<file path="src/rtl/thr_pkg.sv">
// Shared constants and types for the serial threshold loader.
// The PAR state exists only when THR_PARITY_EN is defined.
package thr_pkg;

  localparam int W_DEF = 12;
  localparam int N_DEF = 4;

  typedef enum logic [1:0] {
    IDLE,
    SHIFT
`ifdef THR_PARITY_EN
    , PAR
`endif
  } state_t;

  typedef logic signed [W_DEF-1:0] thr_word_t;

endpackage

</file>
<file path="src/rtl/shreg_in.sv">
// W-bit MSB-first serial-in shift register with synchronous clear.
module shreg_in #(
  parameter int W = 12
) (
  input  logic         clk,
  input  logic         rst,
  input  logic         clear,
  input  logic         shift,
  input  logic         din,
  output logic [W-1:0] q
);

  always_ff @(posedge clk or posedge rst) begin
    if (rst)        q <= '0;
    else if (clear) q <= '0;
    else if (shift) q <= {q[W-2:0], din};
  end

endmodule

</file>
<file path="src/rtl/thr_loader.sv">
// Serial loader of N signed W-bit threshold words, MSB first, gated by enable.
// Optional even-parity bit per word when THR_PARITY_EN is defined.
module thr_loader
  import thr_pkg::*;
#(
  parameter int W = W_DEF,
  parameter int N = N_DEF
) (
  input  logic                clk,
  input  logic                rst,
  input  logic                enable,
  input  logic                din,
  output logic signed [W-1:0] soglia [N],
  output logic [N-1:0]        soglia_valid,
  output logic                word_done,
  output logic                frame_done,
  output logic                frame_err
`ifdef THR_PARITY_EN
  ,
  output logic                parity_err
`endif
);

  localparam int CW  = $clog2(W);
  localparam int CHW = (N > 1) ? $clog2(N) : 1;

  state_t         state, state_nxt;
  logic [CW-1:0]  bit_cnt;
  logic [CHW-1:0] ch;
  logic [W-1:0]   shreg;
  logic [W-1:0]   word;
  logic           shift, clear, commit, abort, par_fail;
  logic           last_bit, last_ch;

  assign last_bit = (bit_cnt == CW'(W - 1));
  assign last_ch  = (ch == CHW'(N - 1));

  shreg_in #(.W(W)) u_shreg (
    .clk   (clk),
    .rst   (rst),
    .clear (clear),
    .shift (shift),
    .din   (din),
    .q     (shreg)
  );

  always_ff @(posedge clk or posedge rst) begin
    if (rst) state <= IDLE;
    else     state <= state_nxt;
  end

  // Without parity the W-th bit is still on din when the word commits.
  always_comb begin
    state_nxt = state;
    shift     = 1'b0;
    clear     = 1'b0;
    commit    = 1'b0;
    abort     = 1'b0;
    par_fail  = 1'b0;
    word      = {shreg[W-2:0], din};
    case (state)
      IDLE: begin
        if (enable) begin
          shift     = 1'b1;
          state_nxt = SHIFT;
        end
      end
      SHIFT: begin
        if (!enable) begin
          abort     = 1'b1;
          clear     = 1'b1;
          state_nxt = IDLE;
        end else if (last_bit) begin
`ifdef THR_PARITY_EN
          shift     = 1'b1;
          state_nxt = PAR;
`else
          commit    = 1'b1;
          clear     = 1'b1;
          state_nxt = IDLE;
`endif
        end else begin
          shift = 1'b1;
        end
      end
`ifdef THR_PARITY_EN
      PAR: begin
        word      = shreg;
        clear     = 1'b1;
        state_nxt = IDLE;
        if (!enable)            abort    = 1'b1;
        else if (^shreg ^ din)  par_fail = 1'b1;
        else                    commit   = 1'b1;
      end
`endif
      default: state_nxt = IDLE;
    endcase
  end

  always_ff @(posedge clk or posedge rst) begin
    if (rst) begin
      bit_cnt <= '0;
      ch      <= '0;
    end else begin
      if (clear || (shift && last_bit)) bit_cnt <= '0;
      else if (shift)                   bit_cnt <= bit_cnt + 1'b1;

      if (abort)       ch <= '0;
      else if (commit) ch <= last_ch ? '0 : ch + 1'b1;
    end
  end

  // Valid flags are sticky across frame wraps; only reset clears them.
  always_ff @(posedge clk or posedge rst) begin
    if (rst) begin
      for (int i = 0; i < N; i++) soglia[i] <= '0;
      soglia_valid <= '0;
    end else begin
      for (int i = 0; i < N; i++) begin
        if (commit && ch == CHW'(i)) begin
          soglia[i]       <= word;
          soglia_valid[i] <= 1'b1;
        end
      end
    end
  end

  always_ff @(posedge clk or posedge rst) begin
    if (rst) begin
      word_done  <= 1'b0;
      frame_done <= 1'b0;
      frame_err  <= 1'b0;
    end else begin
      word_done  <= commit;
      frame_done <= commit && last_ch;
      frame_err  <= abort;
    end
  end

`ifdef THR_PARITY_EN
  always_ff @(posedge clk or posedge rst) begin
    if (rst) parity_err <= 1'b0;
    else     parity_err <= par_fail;
  end
`endif

endmodule

</file>
<file path="config.mk">
export PLATFORM = sky130hd
export DESIGN_NAME = thr_loader
export DESIGN_NICKNAME = d
export VERILOG_FILES = /design/src/rtl/thr_pkg.sv /design/src/rtl/shreg_in.sv /design/src/rtl/thr_loader.sv
export SDC_FILE = /design/constraint.sdc
export NUM_CORES = 1
export LEC_CHECK = 0
export BUFFER_PORTS_ARGS = -buffer_cell sky130_fd_sc_hd__buf_2
export CORE_MARGIN = 2
export CORE_UTILIZATION = 40
export CTS_CLUSTER_DIAMETER = 30
export DETAILED_ROUTE_END_ITERATION = 10
export GPL_TIMING_DRIVEN = 0
export SLEW_MARGIN = 20
export SYNTH_ARGS = -nofsm -noshare
export SYNTH_HDL_FRONTEND = slang
export SYNTH_SLANG_ARGS = --single-unit
</file>
<file path="constraint.sdc">
create_clock -name clk -period 2.2 [get_ports clk]
set_input_delay 0 -clock clk [delete_from_list [all_inputs] [get_ports clk]]
set_output_delay 0 -clock clk [all_outputs]
set_load 0.05 [all_outputs]
</file>
==> flow_summary.ini, run 1 <==
[worst_setup_path]
cp_top_family = flip-flops
reg2reg_slack_ns = 0.35
cp_cell_sequence = ha_1 -> and3b_1 -> buf_6 -> and3_1 -> buf_6 -> buf_8 -> mux2_4
cpMostUsedCell = buf_6
slowest_stage = dfrtp_1
worstPathMaxFanout = 10
path_buf_inv = 3
critPathKind = reg -> reg
critPathMaxStageDelay_ns = 0.43
start_kind = flop
crit_required_ns = 2.42
arrival_ns = 2.07
crit_path_end_kind = flop

[route]
totalWireLength_um = 5520
via_count = 1720
drtAntennaViolNets = 0
dr.pass1.iters = 4
wl_per_cell_um = 15.2
drc = 0
vias_per_cell = 4.75
first_iter_violations = 68

[logic_synthesis]
async_reset_ff_frac = 1.00
synth_flop_cell = dfrtp_1
synth.top_cell.area_share = 0.607
postSynthAreaPerCell_sq_um = 16.2
yosys_register_bits = 73
netlist_area_sq_mm = 0.00301
ys_top_cells_by_count = dfrtp_1, mux2_4, mux2_2
syn-num-nets = 195
yosysSeqAreaShare = 0.607
ys_top_cells_by_area = dfrtp_1, mux2_4, mux2_2
ys_warn_count = 0
synth.most_common_cell = dfrtp_1
yosys.area.top_type = dfrtp_1
ys_types = 30
syn_inst = 186
synth_edf_count = 0

[cells_and_area]
diodes = 0
nNetsFinal = 267
drive_gt1_frac = 0.525
fin_area_sq_mm = 0.00372
synthToLayoutAreaGrowth_pct = 23.5

[placed_design]
placed_area_sq_mm = 0.00345
dpl.hpwl_um = 3650
port_buffers = 58
finalWeightedCongestion = 0.726

[grt]
grt_overflow = 0
grt_pass1_vias = 1780
antenna_found_initial = 0
grt_first_pass_wirelength_um = 9420
grt_usage = 0.147
grt_max_degree = 47

[floorplanning]
rows = 31
die-area_sq_mm = 0.00823
core_sq_mm = 0.00725
initial_core_util = 0.415
die_w_um = 90.7
fp.dieH_um = 90.7
ios = 59

[cts]
cts_tree = yes
clock_sinks = 73
cts_buffers = 9
cts.reportedPaths.clkPinSlew_ns = 0.08
cts_setup_buffers = 0
clk_latency_ns = 0.34
cts-root-buf = clkbuf_8
htreeDepth = 3
cts_resized = 0
cts_buffer_depth = 2

[timing]
maxSlewHeadroom = 0.667
grt_setup_unrepaired = no
min_period_over_period = 0.842
hold_viol = 0
fmax_ghz = 0.540
clock_skew_ns = 0.00933
timing.hold.ws_ns = 0.167
min_period_ns = 1.85
tightestPinTransition_ns = 0.499
setup_viol = 0
final_max_slew_viol_count = 0

[power_and_ir_drop]
p_per_area_mw_per_mm2 = 745
leakagePower_nw = 2.01
ir_drop_uv = 321

[run]
drv_cap = 0

[min_path]
hp-class = in -> reg

[status]
outcome = finished, final reports clean
[logic make-up (layout without fill, tap and decap cells)]
logic type	Yosys count	after routing	synth area share
flops	73	73	0.607
mux	49	49	0.227
simple gates	22	22	0.0416
buf+inv	17	94	0.0507
fa+ha+maj	5	5	0.0208
compound gates	20	20	0.0532
[cell usage in the layout, fill, tap and decap left out, types with 4 or more instances in the layout]
master / synthesis / routed
nand2_1: 4 / 4
and3_1: 4 / 4
inv_1: 5 / 4
mux2_4: 35 / 35
ha_1: 5 / 5
dfrtp_1: 73 / 73
clkbuf_8: 0 / 9
buf_6: 5 / 5
a22o_1: 12 / 12
mux2_2: 13 / 13
buf_2: 1 / 59
[worst min-delay path: stages]
cell and delay, ns:
buf_2 0.11, clkbuf_1 0.20, nor2b_1 0.16
[state kept, by name, indices dropped and copies added, names as in the netlist]
register / count
frame_done: 1
ch: 2
frame_err: 1
soglia_valid: 4
bit_cnt: 4
word_done: 1
u_shreg.q: 11
soglia: 48
state: 1
[repair_timing]
| item | CTS | global route |
|---|---|---|
| endpoints found under the hold margin | 78 | 0 |
| setup endpoints to repair | 0 | 0 |
| hold buffers | 2 | 0 |
[cell type report]
type / count / area (sq um)
Clock inverter: 6 / 116
Inverter: 5 / 21.3
Sequential cell: 73 / 1830
Fill cell: 664 / 3540
Tap cell: 99 / 124
Multi-Input combinational cell: 96 / 1030
Timing Repair Buffer: 61 / 338
Clock buffer: 10 / 128
Buffer: 12 / 134
[final timing paths]
path / start / to / cells after the start
worst max-delay path: bit_cnt[0] / soglia[35] / 7
worst min-delay path: enable / frame_err / 3
worst max register to register: bit_cnt[0] / soglia[35] / 7
worst min register to register: soglia_valid[1] / soglia_valid[1] / 1
max in group asynchronous: rst / soglia[31] / 4
min in group asynchronous: rst / soglia[4] / 3
[power by group]
group / internal (mW) / leakage [nW] / switching, mW
Combinational: 0.0391 / 0.876 / 0.0710
Sequential: 1.36 / 1.01 / 0.0302
Clock: 0.760 / 0.121 / 0.505
Total: 2.16 / 2.01 / 0.606
[metrics by stage]
stage               power, mW  setup TNS, ns  cells  worst slack (ns)  utilization
floorplan                1.49              0    186             0.347            -
global placement         1.52         -40.27    343            -0.555        0.472
detailed placement       1.53              0    344             0.348        0.476
CTS                      2.81              0    362             0.343        0.513
global route             2.89              0    362             0.237        0.513
finish                   2.77              0    362             0.347        0.513
[metal layers]
metal	track usage	wire length, um
met1	0.213	2700
met2	0.209	2450
met3	0.0492	337
met4	0.0462	29
met5	0	0
No activity file was read; power rests on OpenSTA's default activity.
==> run 2: changes to the inputs <==
==> constraint.sdc (replaced) <==
create_clock -name clk -period 1.7 [get_ports clk]
set_input_delay 0 -clock clk [delete_from_list [all_inputs] [get_ports clk]]
set_output_delay 0 -clock clk [all_outputs]
set_load 0.05 [all_outputs]
==> run 2 against run 1 <==
Net effect: critical path depth down 1; wire length grew 11%; sequential share of layout area down 2.4 points; worst setup slack worse by 0.32 ns; count of clock-buffer cells in the layout is the same; clock skew is essentially flat; register-to-register slack got worse by 0.32 ns; total power rose by 31%; largest cell class unchanged.
==> flow_summary.ini, run 2 (synthesis results as in run 1) <==
[cts]
cts_tree = yes
cts-root-buf = clkbuf_8
htreeDepth = 3
clock_sinks = 73
cts_buffers = 9
clk_latency_ns = 0.35
cts.reportedPaths.clkPinSlew_ns = 0.07
cts_buffer_depth = 2

[timing]
maxSlewHeadroom = 0.698
clock_skew_ns = 0.00898
hold_viol = 0
setup_viol = 0
timing.hold.ws_ns = 0.157
min_period_ns = 1.67
grt_setup_unrepaired = yes
tightestPinTransition_ns = 0.453
fmax_ghz = 0.598
postLayoutSetupSlackWorst_ns = 0.0264
min_period_over_period = 0.984
final_max_slew_viol_count = 0
setup_tns_ns = 0

[power_and_ir_drop]
total_power_mw = 3.62
leakagePower_nw = 2.06
p_per_area_mw_per_mm2 = 927
ir_drop_uv = 477

[grt]
grt_max_degree = 31
grt_first_pass_wirelength_um = 9460
grt_overflow = 0
grt_pass1_vias = 1754
antenna_found_initial = 0
grt_usage = 0.150

[placed_design]
port_buffers = 58
placed_area_sq_mm = 0.00347
place_ws_ns = -0.129
dpl.hpwl_um = 3760
finalWeightedCongestion = 0.713

[worst_setup_path]
start_kind = flop
reg2reg_depth = 6
reg2reg_from = bit_cnt[1]
arrival_ns = 1.91
crit_required_ns = 1.93
crit_path_end_kind = flop
reg2reg_slack_ns = 0.03
critPathKind = reg -> reg
worstPathMaxFanout = 7
timing.rr.end = soglia[7]

[cells_and_area]
nNetsFinal = 275
drive_gt1_frac = 0.557
reg_top3 = soglia: 48 flops, u_shreg.q: 11 flops
synthToLayoutAreaGrowth_pct = 29.8
largest_reg_flops = 48
diodes = 0
final_cell_mix = dfrtp_1, buf_2, mux2_4
final_common_cell = dfrtp_1
top_register = soglia
fin_area_sq_mm = 0.00391

[route]
first_iter_violations = 50
dr_wl_met2_um = 2710
wl_met3_um = 358
via_count = 1817
vias_per_cell = 4.91
drtAntennaViolNets = 0
drt-met1-wl_um = 3000
totalWireLength_um = 6140
wl_per_cell_um = 16.6
maxUsedRoutingLayer = met4
dr.pass1.iters = 4
drc = 0

[floorplanning]
ios = 59
core_sq_mm = 0.00725
die_w_um = 90.7
rows = 31
die-area_sq_mm = 0.00823
fp.dieH_um = 90.7
initial_core_util = 0.415

[min_path]
hold_start = enable
whs_path_depth = 4
worstHoldEndpoint = bit_cnt[2]
hp-class = in -> reg

[status]
outcome = finished, final reports clean

[run]
drv_cap = 0
==> run 2: cell types whose count changed in the layout (fill, tap and decap cells not counted), sizes merged <==
cell	delta
inv	-1
buf	+3
clkinvlp	+1
clkbuf	+5
==> run 2: how the worst max path moves through the flow <==
stage               startpoint         end  cells after the start
floorplan           bit_cnt[0]   soglia[0]                      7
global route        bit_cnt[0]  soglia[21]                      6
global placement    bit_cnt[0]  soglia[34]                      7
CTS                 bit_cnt[0]  soglia[45]                      6
detailed placement  bit_cnt[0]  soglia[35]                      7
finish              bit_cnt[1]   soglia[7]                      6
==> run 2: critical path: stages, from the launching register on <==
cell	delay [ns]
dfrtp_1	0.37
ha_2	0.18
and3b_1	0.18
buf_6	0.13
and3_4	0.22
buf_12	0.15
mux2_2	0.33
==> run 2: through the flow <==
step | utilization | std cells
floorplan | - | 186
global placement | 0.473 | 343
detailed placement | 0.478 | 345
CTS | 0.511 | 362
global route | 0.538 | 370
finish | 0.538 | 370
==> run 2: area by class of cell <==
| cell class | instances | area [sq um] |
|---|---|---|
| Sequential cell | 73 | 1830 |
| Buffer | 8 | 106 |
| Timing Repair Buffer | 73 | 503 |
| Clock buffer | 10 | 128 |
| Tap cell | 99 | 124 |
| Multi-Input combinational cell | 96 | 1080 |
| Fill cell | 613 | 3350 |
| Inverter | 5 | 22.5 |
| Clock inverter | 6 | 116 |
==> run 2: metal layers <==
| metal | GRT usage | vias to the layer above |
|---|---|---|
| met3 | 0.0501 | 8 |
| met4 | 0.0538 | 0 |
| met5 | 0 | - |
| met1 | 0.212 | 925 |
| met2 | 0.213 | 67 |
| li1 | - | 817 |
==> run 2: timing repair <==
action                                 CTS  global route
setup buffers                            3             4
pin swaps                                1             5
setup endpoints to repair               43            58
cloned                                   0             4
endpoints found under the hold margin   78             0
gates resized for setup                  4            20
hold buffers                             2             0
==> run 2: power breakdown <==
part,switching [mW],total (mW),internal [mW],leakage [nW]
registers,0.0358,1.80,1.76,1.01
logic,0.104,0.179,0.0745,0.932
clock network,0.657,1.64,0.983,0.121
total,0.797,3.62,2.82,2.06
==> run 3: changes to the inputs <==
--- a/config.mk
+++ b/config.mk
@@ -6,11 +6,14 @@
 export NUM_CORES = 1
 export LEC_CHECK = 0
 export BUFFER_PORTS_ARGS = -buffer_cell sky130_fd_sc_hd__buf_2
+export CELL_PAD_IN_SITES_DETAIL_PLACEMENT = 0
+export CELL_PAD_IN_SITES_GLOBAL_PLACEMENT = 2
 export CORE_MARGIN = 2
-export CORE_UTILIZATION = 40
+export CORE_UTILIZATION = 35
 export CTS_CLUSTER_DIAMETER = 30
 export DETAILED_ROUTE_END_ITERATION = 10
 export GPL_TIMING_DRIVEN = 0
+export PLACE_DENSITY_LB_ADDON = 0.1
 export SLEW_MARGIN = 20
 export SYNTH_ARGS = -nofsm -noshare
 export SYNTH_HDL_FRONTEND = slang
==> run 3 against run 2 <==
Net effect: hold slack better by 0.0058 ns; register-to-register slack better by 0.03 ns; first-iteration DRC count up 52%; design area up 0.32%; critical path depth unchanged; worst setup slack better by 0.030 ns; highest routed layer unchanged; count of clock-buffer cells in the layout unchanged; flip-flop and latch count unchanged; cell count up 2.4%; maximum frequency up 1.9%; sequential share of layout area down 0.15 points; clock skew up 0.0032 ns.
==> flow_summary.ini, run 3 (synthesis results as in run 1) <==
[worst_setup_path]
cp_cell_sequence = ha_2 -> and3b_1 -> buf_6 -> and3_4 -> buf_12 -> mux2_2
critPathKind = reg -> reg
worstPathMaxFanout = 7
path_buf_inv = 2
slowest_stage = dfrtp_1
arrival_ns = 1.87
crit_path_end_kind = flop
start_kind = flop
critPathMaxStageDelay_ns = 0.36
crit_required_ns = 1.93
cp_top_family = simple AND/OR/NAND/NOR gates

[timing]
maxSlewHeadroom = 0.738
postLayoutSetupSlackWorst_ns = 0.0569
min_period_ns = 1.64
final_max_slew_viol_count = 0
tightestPinTransition_ns = 0.392
min_period_over_period = 0.967
hold_viol = 0
clock_skew_ns = 0.0122
setup_viol = 0
fmax_ghz = 0.609
grt_setup_unrepaired = yes

[cts]
cts_tree = yes
clk_latency_ns = 0.34
cts.reportedPaths.clkPinSlew_ns = 0.08
htreeDepth = 3
cts_buffer_depth = 2
cts-root-buf = clkbuf_8
clock_sinks = 73
cts_buffers = 9

[route]
drtAntennaViolNets = 0
vias_per_cell = 4.65
drc = 0
wl_per_cell_um = 17.1
dr.pass1.iters = 3
first_iter_violations = 76
totalWireLength_um = 6500
via_count = 1764

[cells_and_area]
synthToLayoutAreaGrowth_pct = 30.2
final_util = 0.474
fin_area_sq_mm = 0.00392
drive_gt1_frac = 0.569
final_common_cell = dfrtp_1
layoutNonFillerInstCount = 379
reg_top3 = soglia: 48 flops, u_shreg.q: 11 flops
top_register = soglia
diodes = 0
fillers = 779
nNetsFinal = 278
final_cell_mix = dfrtp_1, buf_2, mux2_4
largest_reg_flops = 48

[placed_design]
placed_area_sq_mm = 0.00348
finalWeightedCongestion = 0.657
place_ws_ns = -0.133
place_inst = 351
dpl.hpwl_um = 4060
port_buffers = 58

[run]
drv_cap = 0

[power_and_ir_drop]
total_power_mw = 3.48
leakagePower_nw = 2.07
ir_drop_uv = 358
p_per_area_mw_per_mm2 = 888

[grt]
grt_pass1_vias = 1820
antenna_found_initial = 0
grt_first_pass_wirelength_um = 10400
grt_max_degree = 34
grt_usage = 0.143
grt_overflow = 0

[min_path]
hp-class = in -> reg

[floorplanning]
core_sq_mm = 0.00826
die_w_um = 96.7
rows = 33
fp.dieH_um = 96.7
die-area_sq_mm = 0.00935
ios = 59
initial_core_util = 0.364

[status]
outcome = finished, final reports clean
## run 3: cell count changes in the layout (fill, tap and decap cells not counted), sizes merged
cell	previous run	this run
buf	72	79
bufinv	3	2
clkbuf	17	13
clkinv	3	2
clkinvlp	1	2
inv	4	5
## run 3: through the flow
stage | hold slack, ns | setup TNS (ns)
final | 0.163 | 0
after global routing | 0.191 | -0.0365
after CTS | 0.154 | -0.266
after detailed placement | -0.00137 | -4.35
after global placement | 0.314 | -5.13
after floorplan | 0.133 | 0
## run 3: cell type report
type	instances	area, sq um	share of cell area
Clock buffer	10	128	0.0326
Inverter	5	22.5	0.00575
Sequential cell	73	1830	0.466
Buffer	8	108	0.0275
Tap cell	105	131	0.0335
Multi-Input combinational cell	96	1070	0.272
Clock inverter	6	90.1	0.0230
Timing Repair Buffer	76	544	0.139
## run 3: repair_timing
action / CTS / global route
hold buffers: 2 / 0
hold endpoints to repair: 45 / 0
gates resized for setup: 13 / 10
endpoints found under the setup margin: 43 / 49
cloned: 3 / 1
pin swaps: 2 / 2
buffers inserted: 7 / 3
## run 3: metal layers
metal / wire, um / track usage
met1: 3040 / 0.186
met4: 55 / 0.0358
met5: 0 / 0
met3: 236 / 0.0462
met2: 3160 / 0.233
## run 3: final timing paths
kind | from | slack (ns) | to | depth (start not counted)
worst max-delay path | bit_cnt[0] | 0.06 | soglia[8] | 6
worst min-delay path | enable | 0.16 | bit_cnt[2] | 4
worst max register to register | bit_cnt[0] | 0.06 | soglia[8] | 6
worst min register to register | soglia_valid[2] | 0.46 | soglia_valid[2] | 1
max in group asynchronous | rst | 0.85 | soglia[0] | 5
min in group asynchronous | rst | 0.18 | word_done | 3
## run 3: power by group
part,switching [mW],internal (mW),total [mW]
clock network,0.664,0.832,1.50
registers,0.0362,1.76,1.80
logic,0.104,0.0786,0.182
total,0.804,2.68,3.48
## run 3: tightest hold or removal path, delay by kind of cell
kind	cells	cell delay [ns]
compound gates	1	0.05
buf+inv	2	0.30
simple gates	1	0.10
